## src/rtl/runway_light_scheduler.sv

```systemverilog
// runway_light_scheduler: single-clock sequencer for the 3-lamp runway array.
// A prescaler makes a registered one-cycle tick every TICK_DIV cycles. Each
// tick the block picks a pattern: fault on invalid wind, then a pending
// maintenance test, then the wind-selected sweep or calm pattern.
// Optional macro WIND_DEBOUNCE_EN: a new wind value must be seen at two
// consecutive steps before it changes the mode (FAULT entry included).
// Handshake note: there is no valid/ready traffic here. test_req is a level
// or pulse sampled every cycle and latched into test_pending until TEST
// entry consumes it. tick is a pure strobe with no back-pressure.
module runway_light_scheduler #(
  parameter int TICK_DIV   = 25000000,
  parameter int TEST_STEPS = 8
) (
  input  logic       clk,
  input  logic       reset,
  input  logic [1:0] wind,
  input  logic       test_req,
  input  logic       hold,
  output logic [2:0] lights,
  output logic       tick,
  output logic       busy_test,
  output logic       fault,
  output logic [2:0] dbg_state
);

  localparam int PW = (TICK_DIV > 2) ? $clog2(TICK_DIV) : 1;
  localparam logic [PW-1:0] PRE_LAST = PW'(TICK_DIV - 1);
  localparam logic [7:0]    TS       = 8'(TEST_STEPS);

  typedef enum logic [2:0] {
    S_IDLE  = 3'd0,
    S_CALM  = 3'd1,
    S_SWL   = 3'd2,
    S_SWR   = 3'd3,
    S_TEST  = 3'd4,
    S_FAULT = 3'd5
  } state_t;

  state_t        state, next_state;
  logic [PW-1:0] prescaler;
  logic [2:0]    next_lights;
  logic [7:0]    test_cnt, next_cnt;
  logic          test_pending, next_pending;
  logic          step;
  logic          req_now;
  logic [1:0]    eff_wind;

  assign busy_test = (state == S_TEST);
  assign fault     = (state == S_FAULT);
  assign dbg_state = state;

  // Prescaler and tick strobe; hold freezes the count and suppresses tick.
  always_ff @(posedge clk) begin
    if (reset) begin
      prescaler <= '0;
      tick      <= 1'b0;
    end else if (hold) begin
      tick <= 1'b0;
    end else if (prescaler == PRE_LAST) begin
      prescaler <= '0;
      tick      <= 1'b1;
    end else begin
      prescaler <= prescaler + 1'b1;
      tick      <= 1'b0;
    end
  end

`ifdef WIND_DEBOUNCE_EN
  logic [1:0] prev_wind;
  logic [1:0] mode_wind;

  // Wind value sampled at the previous step, used to reject one-step glitches.
  always_ff @(posedge clk) begin
    if (reset) begin
      prev_wind <= 2'b00;
    end else if (step) begin
      prev_wind <= wind;
    end
  end

  // A wind change is only honoured once it has been stable for two steps.
  always_comb begin
    mode_wind = prev_wind;
    case (state)
      S_CALM:  mode_wind = 2'b00;
      S_SWL:   mode_wind = 2'b01;
      S_SWR:   mode_wind = 2'b10;
      S_FAULT: mode_wind = 2'b11;
      default: mode_wind = prev_wind;
    endcase
    eff_wind = (wind == prev_wind) ? wind : mode_wind;
  end
`else
  assign eff_wind = wind;
`endif

  // State, lamp and test-pending registers.
  always_ff @(posedge clk) begin
    if (reset) begin
      state        <= S_IDLE;
      lights       <= 3'b000;
      test_cnt     <= 8'd0;
      test_pending <= 1'b0;
    end else begin
      state        <= next_state;
      lights       <= next_lights;
      test_cnt     <= next_cnt;
      test_pending <= next_pending;
    end
  end

  // Step decision: continue TEST, else fault, else pending test, else wind mode.
  always_comb begin
    step         = tick & ~hold;
    req_now      = test_pending | (test_req & (state != S_TEST));
    next_state   = state;
    next_lights  = lights;
    next_cnt     = test_cnt;
    next_pending = req_now;
    if (step) begin
      if ((state == S_TEST) && (eff_wind != 2'b11) && (test_cnt < TS)) begin
        next_cnt    = test_cnt + 8'd1;
        next_lights = test_cnt[0] ? 3'b000 : 3'b111;
      end else if (eff_wind == 2'b11) begin
        next_state  = S_FAULT;
        next_lights = 3'b000;
        next_cnt    = 8'd0;
      end else if (req_now) begin
        next_state   = S_TEST;
        next_lights  = 3'b111;
        next_cnt     = 8'd1;
        next_pending = 1'b0;
      end else begin
        next_cnt = 8'd0;
        case (eff_wind)
          2'b00: begin
            next_state  = S_CALM;
            next_lights = (state == S_CALM) ? ~lights : 3'b101;
          end
          2'b01: begin
            next_state  = S_SWL;
            next_lights = (state == S_SWL) ? {lights[0], lights[2:1]} : 3'b100;
          end
          default: begin
            next_state  = S_SWR;
            next_lights = (state == S_SWR) ? {lights[1:0], lights[2]} : 3'b001;
          end
        endcase
      end
    end
  end

endmodule

```

## config.mk

```make
export PLATFORM = sky130hd
export DESIGN_NAME = runway_light_scheduler
export DESIGN_NICKNAME = d
export VERILOG_FILES = /design/src/rtl/runway_light_scheduler.sv
export SDC_FILE = /design/constraint.sdc
export NUM_CORES = 1
export LEC_CHECK = 0
export BUFFER_PORTS_ARGS = -buffer_cell sky130_fd_sc_hd__buf_4
export CELL_PAD_IN_SITES_DETAIL_PLACEMENT = 0
export CELL_PAD_IN_SITES_GLOBAL_PLACEMENT = 2
export CORE_MARGIN = 2
export CORE_UTILIZATION = 39
export CTS_CLUSTER_DIAMETER = 60
export CTS_CLUSTER_SIZE = 14
export DETAILED_ROUTE_END_ITERATION = 10
export PLACE_DENSITY = 0.95
export SYNTH_ARGS = -nofsm -noshare
export SYNTH_HDL_FRONTEND = slang
export SYNTH_SLANG_ARGS = --single-unit
```

## constraint.sdc

```tcl
create_clock -name clk -period 5.23 [get_ports clk]
set_clock_uncertainty 0.15 [all_clocks]
set_input_delay 0.523 -clock clk [delete_from_list [all_inputs] [get_ports clk]]
set_output_delay 0.523 -clock clk [all_outputs]
set_load 0.05 [all_outputs]
```

==> impl_metrics.ini, run 1 <==
[outcome]
outcome = completed

[critical_path]
cp-startpoint = prescaler[0]
cp-end-kind = flip-flop
critPathSlowestCell = or4_1
critPathTopFamily = simple AND/OR/NAND/NOR gates
crit_type = flip-flop to flip-flop
critPathBufInv = 0
reg2reg_from = prescaler[0]
cp_max_fo = 11
cp-start-kind = flip-flop
cp_common_cell = or4_1
cp.required_ns = 5.30
path_cells = ha_1 -> nand3b_4 -> or4_1 -> or4_1 -> a21oi_1
slowest_delay_ns = 0.72
arrival_ns = 2.38

[clocking]
clock-sinks = 41
cts.reportedPaths.clkPinSlew_ns = 0.07
cts_max_level = 2
root_buffer = clkbuf_8
cts_buffers = 5
cts_hold_buf = 0
cts_setup_buffers = 0
clockBufferDepth = 2
clk_latency_ns = 0.29
cts_tree = done
cts_resized = 0

[finish]
finalInstanceArea_sq_mm = 0.00230
fin_nets = 260
area_delta_synth_final_pct = 12.1
diodes = 0
drive_above_1_share_pct = 12.0

[placement]
finalWeightedCongestion = 0.809
io_buffers = 14
post_dp_cell_area_sq_mm = 0.00222
dp_hpwl_microns = 2950

[hold_path]
hold_class = primary input to flip-flop
min-delay-start = reset

[sta]
fin_crit_ns = 2.32
worstMarginPinSlew_ns = 0.732
max_freq_ghz = 0.431
finalHoldViolations = 0
setup_viol = 0
tns_ns = 0
rsz0062_at_grt = false
period_share_pct = 44.3
drv_slew = 0
holdWs_ns = 0.309
slew_headroom_pct = 50.8

[power]
seqPwrFrac_pct = 59.7
swShare_pct = 22.1
power_frac_clock_pct = 35.6
internal_power_mw = 0.413
p_leak_nw = 0.843
pwr-share-comb_pct = 4.7
p_switching_mw = 0.117
power.density_mw_per_mm2 = 230
ir_drop_mv = 0.178

[synthesis]
synth_nets = 247
syn_area_per_cell_sq_um = 8.58
post_synth_main_area_contributors = dfxtp_1 40%, nor2_1 4.8%, a21oi_1 4.6%
synth_area_leader_cell = dfxtp_1
synth_edf_count = 0
synth_top_area_share_pct = 40.0
async_flop_share_pct = 0
netlist_instances = 239
syn-cell-area_sq_mm = 0.00205
ys_types = 48
post-synth-top-count-cell = dfxtp_1
yosysWarnings = 0
synthTopCellsByCount = 41 x dfxtp_1, 26 x nor2_1, 19 x a21oi_1
ys.flop_type = dfxtp_1
synth-seq-cells = 41
ys_seq_area_share_pct = 40.0

[global_routing]
grt_max_degree = 19
grt_usage_pct = 15.4
grt_first_pass_wirelength_microns = 7500
grt_pass1_vias = 1676
overflow = 0
antenna_found_initial = 0

[routing]
ant_nets = 0
vias = 1722
firstDrtPassIters = 4
remaining_drc_errors = 0
drt_iter0_drc = 69
via_per_inst = 5.36
wl_microns = 4110
post_drt_wl_per_cell_microns = 12.8

[floorplan]
rows = 26
die_area_sq_mm = 0.00585
core_area_sq_mm = 0.00507
die_h_microns = 76.5
initial_core_util_pct = 40.4
ioPinCount = 15
die_w_microns = 76.5

[job]
maxCapViolCount = 0
per-stage QoR:
stage	power [mW]	utilization [%]	std cells	setup slack, ns
floorplan	0.341	-	239	2.64
global placement	0.348	43.8	315	2.80
detailed placement	0.349	43.8	315	2.77
CTS	0.539	45.3	321	2.91
global route	0.556	45.3	321	2.77
finish	0.530	45.3	321	2.91
cell families after synthesis:
group                    share of synthesized area [%]
AO/OA/AOI/OAI                                     16.5
XOR/XNOR                                          5.98
adder cells (fa/ha/maj)                           1.22
buffers and inverters                             3.05
flip-flops                                        40.0
multiplexers                                     0.488
AND/OR/NAND/NOR                                   32.7
power by group through the flow:
stage                     Sequential [mW]  Combinational (mW)  Clock [mW]
after floorplan                     0.323              0.0175           0
after CTS                           0.316              0.0251       0.198
after global placement              0.323              0.0251           0
final                               0.316              0.0248       0.189
after detailed placement            0.323              0.0251           0
after global routing                0.316              0.0284       0.212
per-layer routing:
layer	wire length [microns]	vias up	GRT usage (%)
met5	0	-	0
met3	102	4	3.79
li1	-	909	-
met4	51	0	5.45
met2	1950	17	25.6
met1	2000	792	19.4
worst paths after layout:
| check | to | slack (ns) | cells after the start |
|---|---|---|---|
| min | tick | 0.31 | 2 |
| min reg2reg | prescaler[16] | 0.34 | 2 |
| max | prescaler[20] | 2.91 | 5 |
| max reg2reg | prescaler[20] | 2.91 | 5 |
state kept, by name (all words and copies together), names as in the netlist:
name / count
lights: 3
dbg_state: 3
test_cnt: 8
prescaler: 25
tick: 1
test_pending: 1
area by class of cell:
type                            count  area, sq um
Multi-Input combinational cell    182         1180
Fill cell                         540         2780
Timing Repair Buffer               15          113
Sequential cell                    41          821
Clock inverter                      1         5.00
Inverter                            7         26.3
Clock buffer                        5         68.8
Tap cell                           70         87.6
cells in the final DEF, fill, tap and decap left out, drive strengths merged, types with 4 or more instances in the layout:
master	instances
nor3	9
buf	15
xnor2	10
and4	4
a21oi	20
inv	7
nor4	4
nor2b	4
or4	9
xor2	4
o31ai	5
nor2	26
o21ai	11
or3	7
clkbuf	5
dfxtp	41
nand3	6
nand4	10
nand2	16
worst reg2reg max path: stages (launching register included):
cell	delay, ns
dfxtp_1	0.41
ha_1	0.24
nand3b_4	0.12
or4_1	0.72
or4_1	0.46
a21oi_1	0.15
(Power assumes the default switching activity.)
==> run 2, diff against run 1 <==
--- a/config.mk
+++ b/config.mk
@@ -9,11 +9,11 @@
 export CELL_PAD_IN_SITES_DETAIL_PLACEMENT = 0
 export CELL_PAD_IN_SITES_GLOBAL_PLACEMENT = 2
 export CORE_MARGIN = 2
-export CORE_UTILIZATION = 39
+export CORE_UTILIZATION = 36
 export CTS_CLUSTER_DIAMETER = 60
 export CTS_CLUSTER_SIZE = 14
 export DETAILED_ROUTE_END_ITERATION = 10
-export PLACE_DENSITY = 0.95
+export PLACE_DENSITY = 0.9
 export SYNTH_ARGS = -nofsm -noshare
 export SYNTH_HDL_FRONTEND = slang
 export SYNTH_SLANG_ARGS = --single-unit
==> constraint.sdc (replaced) <==
create_clock -name clk -period 2.4 [get_ports clk]
set_clock_uncertainty 0.15 [all_clocks]
set_input_delay 0.24 -clock clk [delete_from_list [all_inputs] [get_ports clk]]
set_output_delay 0.24 -clock clk [all_outputs]
set_load 0.05 [all_outputs]
==> run 2 against run 1 <==
  * Flip-flop and latch count unchanged
  * Critical endpoint unchanged
  * Largest cell class unchanged
  * Design area increased by 4.1%
  * Sequential share of layout area decreased by 1.4 points
  * Die area increased by 7.9%
  * Critical path depth unchanged
  * Hold slack got worse by 0.29 ns
  * Routed wire length increased by 3.9%
==> impl_metrics.ini, run 2 (synthesis gave the netlist of run 1 again) <==
[outcome]
outcome = completed

[finish]
top_regs = prescaler (25), test_cnt (8)
layout.cells.non_filler = 331
area_delta_synth_final_pct = 16.8
final_common_cell = dfxtp_1
diodes = 0
regMostFlops = prescaler
drive_above_1_share_pct = 15.1
fin_nets = 266
mostFrequentLayoutCells = 40 x dfxtp_1, 26 x nor2_1, 21 x buf_4
largest_reg_flops = 25

[critical_path]
crit_type = flip-flop to flip-flop
cp-end-kind = flip-flop
r2r-end = prescaler[20]
cp.required_ns = 2.48
cp-start-kind = flip-flop
r2r_cells = 5
r2r_slack_ns = 0.15
arrival_ns = 2.32
reg2reg_from = prescaler[0]
cp_max_fo = 11

[power]
p_leak_nw = 0.880
finalPower_mw = 1.32
ir_drop_mv = 0.328
power.density_mw_per_mm2 = 551

[clocking]
cts_setup_buffers = 0
cts_buffers = 5
clockBufferDepth = 2
cts_hold_buf = 0
cts_max_level = 2
clock-sinks = 41
clk_latency_ns = 0.29
root_buffer = clkbuf_8
cts_tree = done
cts_resized = 0
cts.reportedPaths.clkPinSlew_ns = 0.08

[sta]
period_share_pct = 93.6
fin_crit_ns = 2.25
drv_slew = 0
finalHoldViolations = 0
rsz0062_at_grt = false
holdWs_ns = 0.0240
worstMarginPinSlew_ns = 0.601
setup_viol = 0
tns_ns = 0
max_freq_ghz = 0.445
slew_headroom_pct = 59.5

[routing]
firstDrtPassIters = 4
wl_microns = 4270
drt_iter0_drc = 64
post_drt_wl_per_cell_microns = 12.9
vias = 1713
ant_nets = 0
via_per_inst = 5.18
remaining_drc_errors = 0

[global_routing]
antenna_found_initial = 0
grt_first_pass_wirelength_microns = 7580
grt_max_degree = 16
grt_usage_pct = 15.2
grt_pass1_vias = 1613
overflow = 0

[floorplan]
ioPinCount = 15
die_area_sq_mm = 0.00631
die_w_microns = 79.5
core_area_sq_mm = 0.00551
die_h_microns = 79.5
initial_core_util_pct = 37.2
rows = 27

[placement]
finalWeightedCongestion = 0.847
dp_hpwl_microns = 3060
placed_cells = 323
io_buffers = 14

[job]
maxCapViolCount = 0

[hold_path]
hold_class = primary input to flip-flop
min-delay-start = reset
hold_end = dbg_state[2]
whs_path_depth = 2
-- run 2: cell count changes in the layout (fill, tap and decap cells not counted), sizes merged --
| cell | before | now |
|---|---|---|
| clkbuf | 5 | 7 |
| inv | 7 | 6 |
| clkinv | 1 | 0 |
| bufinv | 0 | 1 |
| clkinvlp | 0 | 1 |
| buf | 15 | 21 |
-- run 2: cell type report --
type,instances,area (sq um)
clock buffer,7,86.3
inverter,7,30.0
fill,558,3110
tap,72,90.1
clock inverter,1,30.0
sequential,41,822
multi-input combinational,182,1180
timing repair buffer,21,158
-- run 2: worst max-delay path: stages (launching register included) --
cell	delay, ns
dfxtp_1	0.39
ha_1	0.23
nand3b_4	0.13
or4_1	0.69
or4_1	0.45
a21oi_1	0.14
-- run 2: layer usage --
metal / global-route usage, % / up-vias / share of wire, %
met4: 7.07 / 0 / 1.5
met3: 3.73 / 5 / 2.7
met1: 20.4 / 769 / 50
li1: - / 925 / -
met2: 22.8 / 14 / 45
met5: 0 / - / 0
-- run 2: where the power goes --
group	switching (mW)	internal, mW
Combinational	0.0321	0.0269
Clock	0.232	0.339
Sequential	0.00405	0.684
Total	0.269	1.05
-- run 2: how the worst max path moves through the flow --
stage	from	to
CTS	prescaler[0]	prescaler[20]
global route	prescaler[0]	prescaler[20]
floorplan	dbg_state[1]	test_cnt[2]
detailed placement	prescaler[0]	prescaler[20]
finish	prescaler[0]	prescaler[20]
global placement	prescaler[0]	prescaler[20]
-- run 2: through the flow --
step | area [sq um] | utilization [%] | worst slack (ns)
detailed placement | 2280 | 41.4 | 0.154
CTS | 2390 | 43.5 | 0.144
global placement | 2280 | 41.4 | 0.225
floorplan | 2050 | - | 0.0986
finish | 2390 | 43.5 | 0.154
global route | 2390 | 43.5 | 0.0525
